===== src/rtl/vga_timing_gen.sv =====
// ---------------------------------------------------------------------------
// vga_timing_gen
//   Parameterisable VGA raster timing generator. Walks an x/y position across
//   H_TOTAL x V_TOTAL pixel slots, advancing once per pixel clock-enable, and
//   produces sync, blanking and start-of-line/frame markers for that pixel.
//   Horizontal and vertical phases are tracked by two small 4-state FSMs.
//
// Ports
//   clk_i          system clock, all logic on rising edge
//   reset          asynchronous reset, active low
//   pix_ce_i       pixel clock-enable (from divider), synchronous to clk_i
//   hsync_o        horizontal sync, active low
//   vsync_o        vertical sync, active low
//   active_o       current pixel lies in the visible area
//   x_o, y_o       current pixel / line position
//   line_start_o   one-clk pulse when the new pixel has x=0
//   frame_start_o  one-clk pulse when the new pixel has x=0, y=0
//   pix_ce_o       one-clk pulse in the cycle where outputs take new values
// ---------------------------------------------------------------------------
module vga_timing_gen #(
    parameter int unsigned H_ACTIVE = 640,
    parameter int unsigned H_FP     = 16,
    parameter int unsigned H_SYNC   = 96,
    parameter int unsigned H_BP     = 48,
    parameter int unsigned V_ACTIVE = 480,
    parameter int unsigned V_FP     = 10,
    parameter int unsigned V_SYNC   = 2,
    parameter int unsigned V_BP     = 33
) (
    input  logic       clk_i,
    input  logic       reset,
    input  logic       pix_ce_i,
    output logic       hsync_o,
    output logic       vsync_o,
    output logic       active_o,
    output logic [9:0] x_o,
    output logic [9:0] y_o,
    output logic       line_start_o,
    output logic       frame_start_o,
    output logic       pix_ce_o
);

    localparam int unsigned H_TOTAL = H_ACTIVE + H_FP + H_SYNC + H_BP;
    localparam int unsigned V_TOTAL = V_ACTIVE + V_FP + V_SYNC + V_BP;

    // Position at which each phase begins, and the last slot before wrap.
    localparam logic [9:0] H_FP_START   = 10'(H_ACTIVE);
    localparam logic [9:0] H_SYNC_START = 10'(H_ACTIVE + H_FP);
    localparam logic [9:0] H_BP_START   = 10'(H_ACTIVE + H_FP + H_SYNC);
    localparam logic [9:0] H_LAST       = 10'(H_TOTAL - 1);
    localparam logic [9:0] V_FP_START   = 10'(V_ACTIVE);
    localparam logic [9:0] V_SYNC_START = 10'(V_ACTIVE + V_FP);
    localparam logic [9:0] V_BP_START   = 10'(V_ACTIVE + V_FP + V_SYNC);
    localparam logic [9:0] V_LAST       = 10'(V_TOTAL - 1);

    localparam logic [1:0] ST_H_ACT  = 2'd0;
    localparam logic [1:0] ST_H_FP   = 2'd1;
    localparam logic [1:0] ST_H_SYNC = 2'd2;
    localparam logic [1:0] ST_H_BP   = 2'd3;
    localparam logic [1:0] ST_V_ACT  = 2'd0;
    localparam logic [1:0] ST_V_FP   = 2'd1;
    localparam logic [1:0] ST_V_SYNC = 2'd2;
    localparam logic [1:0] ST_V_BP   = 2'd3;

    // Every phase must last at least one slot and the counters are 10 bits.
    if (H_ACTIVE < 1 || H_FP < 1 || H_SYNC < 1 || H_BP < 1 ||
        V_ACTIVE < 1 || V_FP < 1 || V_SYNC < 1 || V_BP < 1 ||
        H_TOTAL > 1024 || V_TOTAL > 1024) begin : g_bad_params
        $error("vga_timing_gen: illegal timing parameters");
    end

    logic       r_started;
    logic [9:0] r_x;
    logic [9:0] r_y;
    logic [1:0] r_hstate;
    logic [1:0] r_vstate;
    logic       r_hsync;
    logic       r_vsync;
    logic       r_active;
    logic       r_line_start;
    logic       r_frame_start;
    logic       r_pix_ce;

    logic       w_h_wrap;
    logic [9:0] w_x_nxt;
    logic [9:0] w_y_nxt;
    logic [1:0] w_hstate_nxt;
    logic [1:0] w_vstate_nxt;

    // Next position, used only once the generator has started.
    always_comb begin
        w_h_wrap = (r_x == H_LAST);
        w_x_nxt  = w_h_wrap ? 10'd0 : r_x + 10'd1;
        w_y_nxt  = r_y;
        if (w_h_wrap) begin
            w_y_nxt = (r_y == V_LAST) ? 10'd0 : r_y + 10'd1;
        end
    end

    // Horizontal phase FSM: moves on the ce that brings x to the next phase start.
    always_comb begin
        w_hstate_nxt = r_hstate;
        case (r_hstate)
            ST_H_ACT:  if (w_x_nxt == H_FP_START)   w_hstate_nxt = ST_H_FP;
            ST_H_FP:   if (w_x_nxt == H_SYNC_START) w_hstate_nxt = ST_H_SYNC;
            ST_H_SYNC: if (w_x_nxt == H_BP_START)   w_hstate_nxt = ST_H_BP;
            ST_H_BP:   if (w_x_nxt == 10'd0)        w_hstate_nxt = ST_H_ACT;
            default:                                w_hstate_nxt = ST_H_ACT;
        endcase
    end

    // Vertical phase FSM: only considered on a horizontal wrap.
    always_comb begin
        w_vstate_nxt = r_vstate;
        if (w_h_wrap) begin
            case (r_vstate)
                ST_V_ACT:  if (w_y_nxt == V_FP_START)   w_vstate_nxt = ST_V_FP;
                ST_V_FP:   if (w_y_nxt == V_SYNC_START) w_vstate_nxt = ST_V_SYNC;
                ST_V_SYNC: if (w_y_nxt == V_BP_START)   w_vstate_nxt = ST_V_BP;
                ST_V_BP:   if (w_y_nxt == 10'd0)        w_vstate_nxt = ST_V_ACT;
                default:                                w_vstate_nxt = ST_V_ACT;
            endcase
        end
    end

    // Position, FSMs and all outputs update on the same edge so they never skew.
    always_ff @(posedge clk_i or negedge reset) begin
        if (!reset) begin
            r_started     <= 1'b0;
            r_x           <= 10'd0;
            r_y           <= 10'd0;
            r_hstate      <= ST_H_ACT;
            r_vstate      <= ST_V_ACT;
            r_hsync       <= 1'b1;
            r_vsync       <= 1'b1;
            r_active      <= 1'b0;
            r_line_start  <= 1'b0;
            r_frame_start <= 1'b0;
            r_pix_ce      <= 1'b0;
        end else if (pix_ce_i) begin
            r_pix_ce <= 1'b1;
            if (!r_started) begin
                // First ce presents (0,0) rather than advancing past it.
                r_started     <= 1'b1;
                r_x           <= 10'd0;
                r_y           <= 10'd0;
                r_hstate      <= ST_H_ACT;
                r_vstate      <= ST_V_ACT;
                r_hsync       <= 1'b1;
                r_vsync       <= 1'b1;
                r_active      <= 1'b1;
                r_line_start  <= 1'b1;
                r_frame_start <= 1'b1;
            end else begin
                r_x           <= w_x_nxt;
                r_y           <= w_y_nxt;
                r_hstate      <= w_hstate_nxt;
                r_vstate      <= w_vstate_nxt;
                r_hsync       <= (w_hstate_nxt != ST_H_SYNC);
                r_vsync       <= (w_vstate_nxt != ST_V_SYNC);
                r_active      <= (w_hstate_nxt == ST_H_ACT) && (w_vstate_nxt == ST_V_ACT);
                r_line_start  <= (w_x_nxt == 10'd0);
                r_frame_start <= (w_x_nxt == 10'd0) && (w_y_nxt == 10'd0);
            end
        end else begin
            // Everything else holds; the marker pulses last a single clk_i.
            r_line_start  <= 1'b0;
            r_frame_start <= 1'b0;
            r_pix_ce      <= 1'b0;
        end
    end

    assign hsync_o       = r_hsync;
    assign vsync_o       = r_vsync;
    assign active_o      = r_active;
    assign x_o           = r_x;
    assign y_o           = r_y;
    assign line_start_o  = r_line_start;
    assign frame_start_o = r_frame_start;
    assign pix_ce_o      = r_pix_ce;

endmodule


===== config.mk =====
export PLATFORM = sky130hd
export DESIGN_NAME = vga_timing_gen
export DESIGN_NICKNAME = d
export VERILOG_FILES = /design/src/rtl/vga_timing_gen.sv
export SDC_FILE = /design/constraint.sdc
export NUM_CORES = 1
export LEC_CHECK = 0
export BUFFER_PORTS_ARGS = -buffer_cell sky130_fd_sc_hd__buf_2
export CAP_MARGIN = 25
export CELL_PAD_IN_SITES_DETAIL_PLACEMENT = 0
export CELL_PAD_IN_SITES_GLOBAL_PLACEMENT = 1
export CORE_UTILIZATION = 47
export DETAILED_ROUTE_END_ITERATION = 12
export PLACE_DENSITY_LB_ADDON = 0.1
export SETUP_SLACK_MARGIN = 0.5
export SLEW_MARGIN = 10
export SYNTH_ARGS = -nofsm -noshare
export SYNTH_HDL_FRONTEND = slang
export SYNTH_SLANG_ARGS = --single-unit
export TNS_END_PERCENT = 1

===== constraint.sdc =====
create_clock -name clk_i -period 8.5 [get_ports clk_i]
set_input_delay 2.55 -clock clk_i [delete_from_list [all_inputs] [get_ports clk_i]]
set_output_delay 2.55 -clock clk_i [all_outputs]
set_load 0.05 [all_outputs]

# Word level (Yosys, flattened, before mapping)
# Cells that the tools add are included.
[totals]
regBits = 31
[op_classes]
n_addsub = 2
eq_ne = 16
n_mux = 26
n_reduce_logical = 8
[op_table]
columns = ["op", "n"]
rows = [
  ["10-bit == test (second input constant)", 5],
  ["10-bit 2-to-1 mux", 5],
  ["10-bit by 9-bit == test with 1-bit output (second input constant)", 3],
  ["2-bit 2-to-1 mux", 11],
  ["10-bit by 1-bit adder with 10-bit output (second input constant)", 2],
  ["10-bit logical NOT", 2],
  ["2-bit case mux with 4 select lines", 2],
  ["2-bit == test (second input constant)", 4],
  ["2-bit logical NOT", 4],
  ["1-bit 2-to-1 mux", 8],
  ["2-bit by 1-bit == test with 1-bit output (second input constant)", 2],
  ["2-bit inequality test (second input constant)", 2],
  ["1-bit logical AND", 2],
]

# Logic depth before layout (Yosys ltp)
# Gate-level depths: netlist of run 1.
[logic_depth]
depth_word = 10
depth_mapped = 11
depth_no_buf = 10

# Worst setup path before layout of run 1
# No wires, ideal clock.
[synth_path]
path_kind = "in2reg"
startpoint = "input pix_ce_i"
endpoint = "register r_y[3] (netlist: y_o[3])"
setup_ns = 0.150
t_arrival_ns = 3.168
path_slack_ns = 5.182
stages = 3
cell_sequence = "clkbuf_1 clkbuf_1 o22ai_1"
[synth_rtl]
columns = ["element", "line_no", "rtl"]
rows = [
  ["start: declaration", "32", "input logic pix_ce_i,"],
  ["end signal: assignment", "156", "r_y <= w_y_nxt;"],
  ["end: declaration", "74", "logic [9:0] r_y;"],
]
# No word-level cell between the ends.

# Final worst setup path of run 1
[layout_path]
startpoint = "register r_x[3] (netlist: x_o[3])"
endpoint = "output x_o[3]"
[layout_rtl]
columns = ["element", "line_no", "rtl"]
rows = [
  ["start: declaration", "73", "logic [9:0] r_x;"],
  ["start signal: assignment", "155", "r_x <= w_x_nxt;"],
  ["end: declaration", "36", "output logic [9:0] x_o,"],
]
# No word-level cell between the ends.

==> results of run 1 <==
## logic make-up after synthesis
group | Yosys count | share of synthesized area [%]
multiplexers | 6 | 2.95
buffers and inverters | 36 | 6.64
AND/OR/NAND/NOR | 107 | 27.7
XOR/XNOR | 6 | 2.38
adder cells (fa/ha/maj) | 3 | 1.70
AO/OA/AOI/OAI | 76 | 23.4
flip-flops | 31 | 35.3
## state kept, by name, summed over array words and instances (netlist names), 2 cells and up
name and cells:
r_hstate 2, y_o 10, r_vstate 2, x_o 10
## where the power goes
part / internal [mW] / switching, mW / total (mW)
logic: 0.0466 / 0.111 / 0.158
registers: 0.165 / 0.0462 / 0.211
clock network: 0.0653 / 0.0559 / 0.121
## cell usage in the layout (no fill, tap or decap), types with 9 or more instances in the layout
master,count
o22ai_1,9
inv_1,16
buf_2,28
nand4_1,11
dfrtp_1,29
nor3_1,13
nor2_1,12
nand3_1,17
nand2_1,20
o21ai_0,18
## metal layers
metal / share of wire [%] / vias to the layer above / wire length [um] / track usage [%]
met5: 0 / - / 0 / 0
met2: 47 / 67 / 2740 / 40.7
met1: 46 / 1012 / 2710 / 34.2
met3: 4.6 / 13 / 268 / 4.47
met4: 2.4 / 0 / 140 / 10.7
li1: - / 1028 / - / -
## final cells by class
| class | instances | area share (%) |
|---|---|---|
| repair buffers | 28 | 5.80 |
| well taps | 52 | 2.69 |
| clock buffers | 7 | 3.57 |
| inverters | 16 | 2.49 |
| clock inverters | 1 | 0.207 |
| flip-flops and latches | 31 | 32.2 |
| multi-input cells | 198 | 53.0 |
## stage by stage
step	cells	utilization [%]	setup WS, ns
after detailed placement	325	52.3	4.50
after global placement	325	52.3	4.54
after global routing	333	54.4	4.52
after floorplan	265	-	5.18
after CTS	333	54.4	4.62
final	333	54.4	4.62
## worst min path at each step
stage,start,end,slack [ns],depth (start not counted)
2_1_floorplan,r_vstate[0],r_vstate[0],0.51,1
3_3_place_gp,hsync_o,hsync_o,0.48,2
5_1_grt,hsync_o,hsync_o,0.53,2
4_1_cts,hsync_o,hsync_o,0.50,2
3_5_place_dp,hsync_o,hsync_o,0.49,2
6_report,hsync_o,hsync_o,0.50,2
==> impl_metrics.tcl, run 1 <==
set metrics [dict create \
    grt_pass1_vias 1988 \
    vias 2120 \
    regArea_sq_um 778 \
    rows 24 \
    fmax_mhz 258 \
    wl_per_cell_um 17.6 \
    crit_path_max_fanout 20 \
    arrival_ns 1.33 \
    multi_input_area_sq_mm 0.00128 \
    port_buffers 28 \
    synth_warnings 0 \
    synthTopCellsByCount "dfrtp_1 (29), nand2_1 (20), o21ai_0 (18), nand3_1 (17)" \
    htree_levels 2 \
    finalSetupViolCount 0 \
    violations "DRC" \
    final_hold_viol_count 0 \
    rsz0062_at_grt "no" \
    critPathKind "reg -> out" \
    cts_tree "yes" \
    insertedDiodeCount 0 \
    status "finished with violations" \
    netlist_area_sq_mm 0.00221 \
    synth.avg_cell_area_sq_um 8.32 \
    grt_antenna_before_repair 0 \
    die_h_um 70.5 \
    p_total_mw 0.490 \
    ys_seq_area_share_pct 35.3 \
    mappedNetlistNets 271 \
    netlist_instances 265 \
    cts.root.buffer_cell "clkbuf_8" \
    drt_iter0_markers 110 \
    peakVddDrop_v 0.000139 \
    die_area_sq_mm 0.00497 \
    ys_ff_latch 31 \
    routed_wl_mm 5.87 \
    yosysTopAreaCell "dfrtp_1" \
    cts_resized 0 \
    drcViolationCount 10 \
    timing.rr.start "x_o[0]" \
    ctsHoldBuffers 0 \
    drive_gt1_share_pct 17.1 \
    power_density_mw_per_mm2 203 \
    tightest_slew_ns 0.726 \
    track_usage_pct 25.5 \
    drt.antenna.violating_nets 0 \
    post-synth-top-count-cell "dfrtp_1" \
    maxSlewHeadroom_pct 51.6 \
    cp-startpoint "x_o[3]" \
    drv_slew 0 \
    cp.buffers_inverters 1 \
    reg2reg_depth 9 \
    cpMaxStageDelayCell "dfrtp_1" \
    grt_overflow 0 \
    post_cts_buffers 0 \
    via_per_inst 6.37 \
    grt_max_degree 35 \
    layout.nets 286 \
    ys_dominant_reg_cell "dfrtp_1" \
    synthArstFlopShare_pct 100 \
    start_util_pct 49.6 \
    cp_num_cells 1 \
    reg2reg_slack_ns 4.90 \
    grt_pass1_wl_mm 9.83 \
    num_io_pins 29 \
    path_delay_family "flip-flops" \
    whs_ns 0.498 \
    synth_edf_count 0 \
    finClkSkew_ns 0.00495 \
    slowest_delay_ns 0.69 \
    finalCritPeriodShare_pct 45.7 \
    critPathCapture "x_o[3]" \
    cts-buffers-inserted 5 \
    synth_area_leaders "dfrtp_1 (33%), o21ai_0 (4.1%), nand3_1 (3.9%), nand2_1 (3.4%), nand4_1 (3.1%)" \
    area_delta_synth_final_pct 9.53 \
    synth_top_area_share_pct 32.9 \
    hold_path.class "reg -> reg" \
    timing.setup.tns_ns 0 \
    fillers 449 \
    insertion_delay_ns 0.28 \
    final_area_sq_mm 0.00242 \
    p_leak_nw 1.03 \
    dp_hpwl_mm 4.08 \
    r2r-end "r_vstate[0]" \
    firstDrtPassIters 8 \
    startpoint_type "register" \
    maxCapViolCount 0 \
    fp.dieW_um 70.5 \
    path_cells "buf_2" \
    cts_buffer_depth 2 \
    fin_crit_ns 3.88 \
    end_kind "output pin" \
    yosysUniqueCellTypes 59 \
    clkTransAtPathRegs_ns 0.07 \
    place_area_sq_mm 0.00232 \
    gp_congestion 0.869 \
    cts_sinks 31 \
    worstPathRequired_ns 5.95 \
    coreArea_sq_mm 0.00444 \
]
(Power assumes the default switching activity.)
==> inputs of run 2 (changes only) <==
--- a/config.mk
+++ b/config.mk
@@ -9,7 +9,7 @@
 export CAP_MARGIN = 25
 export CELL_PAD_IN_SITES_DETAIL_PLACEMENT = 0
 export CELL_PAD_IN_SITES_GLOBAL_PLACEMENT = 1
-export CORE_UTILIZATION = 47
+export CORE_UTILIZATION = 43
 export DETAILED_ROUTE_END_ITERATION = 12
 export PLACE_DENSITY_LB_ADDON = 0.1
 export SETUP_SLACK_MARGIN = 0.5
==> constraint.sdc (replaced) <==
create_clock -name clk_i -period 3.8 [get_ports clk_i]
set_input_delay 1.14 -clock clk_i [delete_from_list [all_inputs] [get_ports clk_i]]
set_output_delay 1.14 -clock clk_i [all_outputs]
set_load 0.05 [all_outputs]
==> run 2 against run 1 <==
Net effect: the flow now finishes without violations; largest cell class unchanged; critical endpoint is now active_o; setup slack worse by 3.9 ns; register-to-register slack lost 4.1 ns; power rose by 140%; largest power group unchanged; core utilization decreased by 2.1 points; sequential power is 120% higher.
==> impl_metrics.tcl, run 2 (synthesized netlist as in run 1, its figures left out) <==
set metrics [dict create \
    status "completed" \
    via_per_inst 6.03 \
    track_usage_pct 24.9 \
    drive_gt1_share_pct 19.6 \
    drcViolationCount 0 \
    grt_pass1_vias 1940 \
    cts-buffers-inserted 5 \
    startpoint_type "register" \
    preCtsSetupSlack_ns 0.578 \
    p_leak_nw 1.06 \
    timing.setup.tns_ns 0 \
    multi_input_area_sq_mm 0.00131 \
    place_area_sq_mm 0.00237 \
    cpMaxStageDelayCell "dfrtp_1" \
    finalWorstSetupSlack_ns 0.762 \
    cts_tree "yes" \
    firstDrtPassIters 4 \
    dp_hpwl_mm 4.31 \
    num_io_pins 29 \
    path_cells "ha_1 -> nand4_1 -> nor4_1 -> xnor2_1 -> o221ai_1 -> or4_1 -> a22o_1 -> a211o_1 -> o21ai_2" \
    routed_wl_mm 6.10 \
    die_area_sq_mm 0.00542 \
    clkTransAtPathRegs_ns 0.07 \
    end_kind "register" \
    finClkSkew_ns 0.00925 \
    drt_iter0_markers 138 \
    path_delay_family "simple AND/OR/NAND/NOR gates" \
    die_h_um 73.6 \
    maxCapViolCount 0 \
    cp.buffers_inverters 0 \
    rows 25 \
    hold_path.class "reg -> reg" \
    crit_path_max_fanout 10 \
    p_total_mw 1.18 \
    finalCritPeriodShare_pct 80.0 \
    finalSetupViolCount 0 \
    regArea_sq_um 778 \
    fin_crit_ns 3.04 \
    wl_per_cell_um 17.3 \
    fillers 499 \
    maxSlewHeadroom_pct 51.5 \
    drt.antenna.violating_nets 0 \
    cts.root.buffer_cell "clkbuf_8" \
    worstPathRequired_ns 4.02 \
    whs_ns 0.506 \
    tightest_slew_ns 0.727 \
    grt_overflow 0 \
    insertion_delay_ns 0.28 \
    layout.nets 290 \
    final_cell_mix "dfrtp_1 (29), buf_2 (28), nand2_1 (20)" \
    cts_sinks 31 \
    cts_buffer_depth 2 \
    slowest_delay_ns 0.51 \
    gp_congestion 0.938 \
    final_area_sq_mm 0.00252 \
    fp.dieW_um 73.6 \
    rsz0062_at_grt "no" \
    critPathKind "reg -> reg" \
    vias 2123 \
    grt_antenna_before_repair 0 \
    drv_slew 0 \
    power_density_mw_per_mm2 468 \
    utilization_pct 52.2 \
    finalNonFillerCells 352 \
    insertedDiodeCount 0 \
    area_delta_synth_final_pct 14.1 \
    arrival_ns 3.25 \
    peakVddDrop_v 0.000339 \
    grt_pass1_wl_mm 10.0 \
    coreArea_sq_mm 0.00482 \
    layout_commonest_cell "dfrtp_1" \
    start_util_pct 45.8 \
    final_hold_viol_count 0 \
    placed_cells 344 \
    htree_levels 2 \
    fmax_mhz 329 \
    grt_max_degree 32 \
    post_cts_buffers 0 \
    port_buffers 28 \
]
-- run 2: final cells by class --
| class | instances | area share [%] |
|---|---|---|
| well taps | 67 | 3.33 |
| flip-flops and latches | 31 | 30.9 |
| multi-input cells | 198 | 51.9 |
| clock buffers | 6 | 3.28 |
| inverters | 16 | 2.39 |
| repair buffers | 32 | 6.76 |
| clock inverters | 2 | 1.39 |
-- run 2: worst paths after layout --
path | from | endpoint | slack [ns] | cells after the start
max in group asynchronous | reset | x_o[6] | 2.42 | 1
hold reg to reg | active_o | active_o | 0.51 | 2
setup / recovery | y_o[0] | active_o | 0.76 | 9
setup reg to reg | y_o[0] | active_o | 0.76 | 9
min in group asynchronous | reset | y_o[7] | 0.91 | 1
hold / removal | active_o | active_o | 0.51 | 2
-- run 2: tightest hold or removal path, cell delays in order, from the launching register on --
cell and delay (ns):
dfrtp_1 0.34, mux2i_1 0.08, o21ai_2 0.06
-- run 2: power breakdown --
| group | switching, mW | internal (mW) | total (mW) |
|---|---|---|---|
| logic | 0.259 | 0.108 | 0.367 |
| registers | 0.100 | 0.368 | 0.469 |
| clock network | 0.130 | 0.212 | 0.342 |
-- run 2: timing repair --
| item | in CTS | in global routing |
|---|---|---|
| resized for setup | 0 | 4 |
| hold buffers | 0 | 0 |
| setup endpoints to repair | 0 | 4 |
-- run 2: routing by layer --
layer  GRT usage [%]  vias to the layer above  part of all wire (%)
met1            33.5                     1009                    45
met2            40.8                       62                    49
met4            7.05                        0                  0.74
met3            4.39                        4                   5.7
li1                -                     1048                     -
met5               0                        -                     0
==> inputs of run 3 (changes only) <==
--- a/config.mk
+++ b/config.mk
@@ -9,7 +9,7 @@
 export CAP_MARGIN = 25
 export CELL_PAD_IN_SITES_DETAIL_PLACEMENT = 0
 export CELL_PAD_IN_SITES_GLOBAL_PLACEMENT = 1
-export CORE_UTILIZATION = 43
+export CORE_UTILIZATION = 39
 export DETAILED_ROUTE_END_ITERATION = 12
 export PLACE_DENSITY_LB_ADDON = 0.1
 export SETUP_SLACK_MARGIN = 0.5
==> constraint.sdc (replaced) <==
create_clock -name clk_i -period 2.7 [get_ports clk_i]
set_input_delay 0.81 -clock clk_i [delete_from_list [all_inputs] [get_ports clk_i]]
set_output_delay 0.81 -clock clk_i [all_outputs]
set_load 0.05 [all_outputs]
==> run 3 against run 2 <==
Net effect: first-iteration DRC count decreased by 14%; global-route usage increased by 0.60 points; setup slack lost 0.84 ns; sequential share of layout area decreased by 5.1 points; clock-buffer cell count is the same; the run now ends with setup timing left; worst hold slack improved by 0.019 ns; clock power up 44%; wire length is 18% higher; sequential cell count did not move; clock skew fell by 0.0026 ns.
==> impl_metrics.tcl, run 3 (synthesized netlist as in run 1, its figures left out) <==
set metrics [dict create \
    status "finished with violations" \
    violations "setup timing" \
    startpoint_type "register" \
    fmax_mhz 361 \
    layout_commonest_cell "buf_4" \
    drive_gt1_share_pct 39.2 \
    grt_max_degree 32 \
    drt_iter0_markers 118 \
    fin_crit_ns 2.77 \
    routed_wl_mm 7.18 \
    grt_antenna_before_repair 0 \
    htree_levels 2 \
    num_io_pins 29 \
    area_delta_synth_final_pct 38.3 \
    via_per_inst 5.83 \
    insertedDiodeCount 0 \
    drt.antenna.violating_nets 0 \
    cts_tree "yes" \
    grt_overflow 0 \
    use_met2_pct 42.5 \
    cp.buffers_inverters 1 \
    path_delay_family "simple AND/OR/NAND/NOR gates" \
    wl_per_cell_um 17.5 \
    cts-buffers-inserted 5 \
    grt_pass1_vias 2328 \
    finalWorstSetupSlack_ns -0.0735 \
    dp_hpwl_mm 5.27 \
    layout.nets 344 \
    cts.root.buffer_cell "clkbuf_8" \
    grt_use_met3_pct 4.52 \
    die_h_um 77.2 \
    fp.dieW_um 77.2 \
    power_density_mw_per_mm2 603 \
    placed_cells 400 \
    whs_ns 0.525 \
    slowest_delay_ns 0.54 \
    final_cell_mix "buf_4 (57), buf_2 (28), dfrtp_1 (22)" \
    rows 27 \
    cts_sinks 31 \
    reg2reg_depth 10 \
    port_buffers 28 \
    arrival_ns 2.99 \
    drv_slew 0 \
    timing.setup.tns_ns -0.0855 \
    rsz0062_at_grt "yes" \
    cts_buffer_depth 2 \
    maxCapViolCount 0 \
    p_leak_nw 1.36 \
    critPathKind "reg -> reg" \
    firstDrtPassIters 4 \
    insertion_delay_ns 0.29 \
    final_hold_viol_count 0 \
    finalSetupViolCount 2 \
    p_total_mw 1.84 \
    finClkSkew_ns 0.00663 \
    start_util_pct 40.3 \
    crit_path_max_fanout 9 \
    worstPathRequired_ns 2.92 \
    die_area_sq_mm 0.00596 \
    clkTransAtPathRegs_ns 0.07 \
    drcViolationCount 0 \
    vias 2396 \
    end_kind "register" \
    grt-busiest-layer "met2" \
    min_path_cells 2 \
    use_met1_pct 31.4 \
    track_usage_pct 25.5 \
    peakVddDrop_v 0.000278 \
    grt_pass1_wl_mm 11.8 \
    tightest_slew_ns 0.752 \
    finalNonFillerCells 411 \
    finalCritPeriodShare_pct 103 \
    maxSlewHeadroom_pct 49.9 \
    fillers 541 \
    hold_path.class "reg -> reg" \
    coreArea_sq_mm 0.00547 \
    cpMaxStageDelayCell "or4_1" \
    path_cells "ha_4 -> nand3b_1 -> buf_4 -> nor3_4 -> mux2i_1 -> a21oi_2 -> or4_1 -> a22o_1 -> a211o_1 -> o21ai_2" \
    gp_congestion 0.865 \
    cp_num_cells 10 \
]
[run 3: cell count changes in the layout (fill, tap and decap cells not counted), sizes merged]
cell | before | now
buf | 32 | 86
[run 3: worst paths after layout]
check	startpoint	slack, ns	end
setup / recovery	x_o[0]	-0.07	active_o
hold / removal	hsync_o	0.52	hsync_o
setup reg to reg	x_o[0]	-0.07	active_o
hold reg to reg	hsync_o	0.52	hsync_o
max in group asynchronous	reset	1.59	y_o[2]
min in group asynchronous	reset	0.59	y_o[7]
[run 3: layout make-up]
type | count | area [sq um] | area share (%)
Multi-Input combinational cell | 198 | 1420 | 46.5
Sequential cell | 31 | 787 | 25.8
Timing Repair Buffer | 86 | 579 | 19.0
Tap cell | 72 | 90.1 | 2.95
Clock buffer | 6 | 82.6 | 2.71
Inverter | 16 | 60.1 | 1.97
Clock inverter | 2 | 35.0 | 1.15
[run 3: stage by stage]
stage	util (%)	worst slack (ns)	instance area [sq um]
5_1_grt	55.8	-0.213	3050
2_1_floorplan	-	-0.191	2250
4_1_cts	55.3	-0.0143	3030
6_report	55.8	-0.0735	3050
3_5_place_dp	51.2	-0.112	2800
3_3_place_gp	51.2	-0.110	2800
[run 3: per-layer routing]
layer / share of wire, % / up-vias
li1: - / 1151
met4: 2.5 / 0
met2: 51 / 53
met1: 43 / 1178
met3: 3.2 / 14
met5: 0 / -
[run 3: worst min-delay path, delay by kind of cell, from the launching register on]
kind / cells / cell delay, ns
AO/OA/AOI/OAI: 1 / 0.06
flip-flops: 1 / 0.37
AND/OR/NAND/NOR: 1 / 0.10
[run 3: timing repair]
item                       4_1_cts  5_1_grt
setup endpoints to repair        9        9
hold buffers                     0        0
buffers inserted                 3        0
resized for setup               14        4
pin swaps                        8        5
[run 3: where the power goes]
group,internal [mW],switching (mW)
Clock,0.299,0.195
Sequential,0.522,0.0595
Combinational,0.274,0.489
Total,1.09,0.744
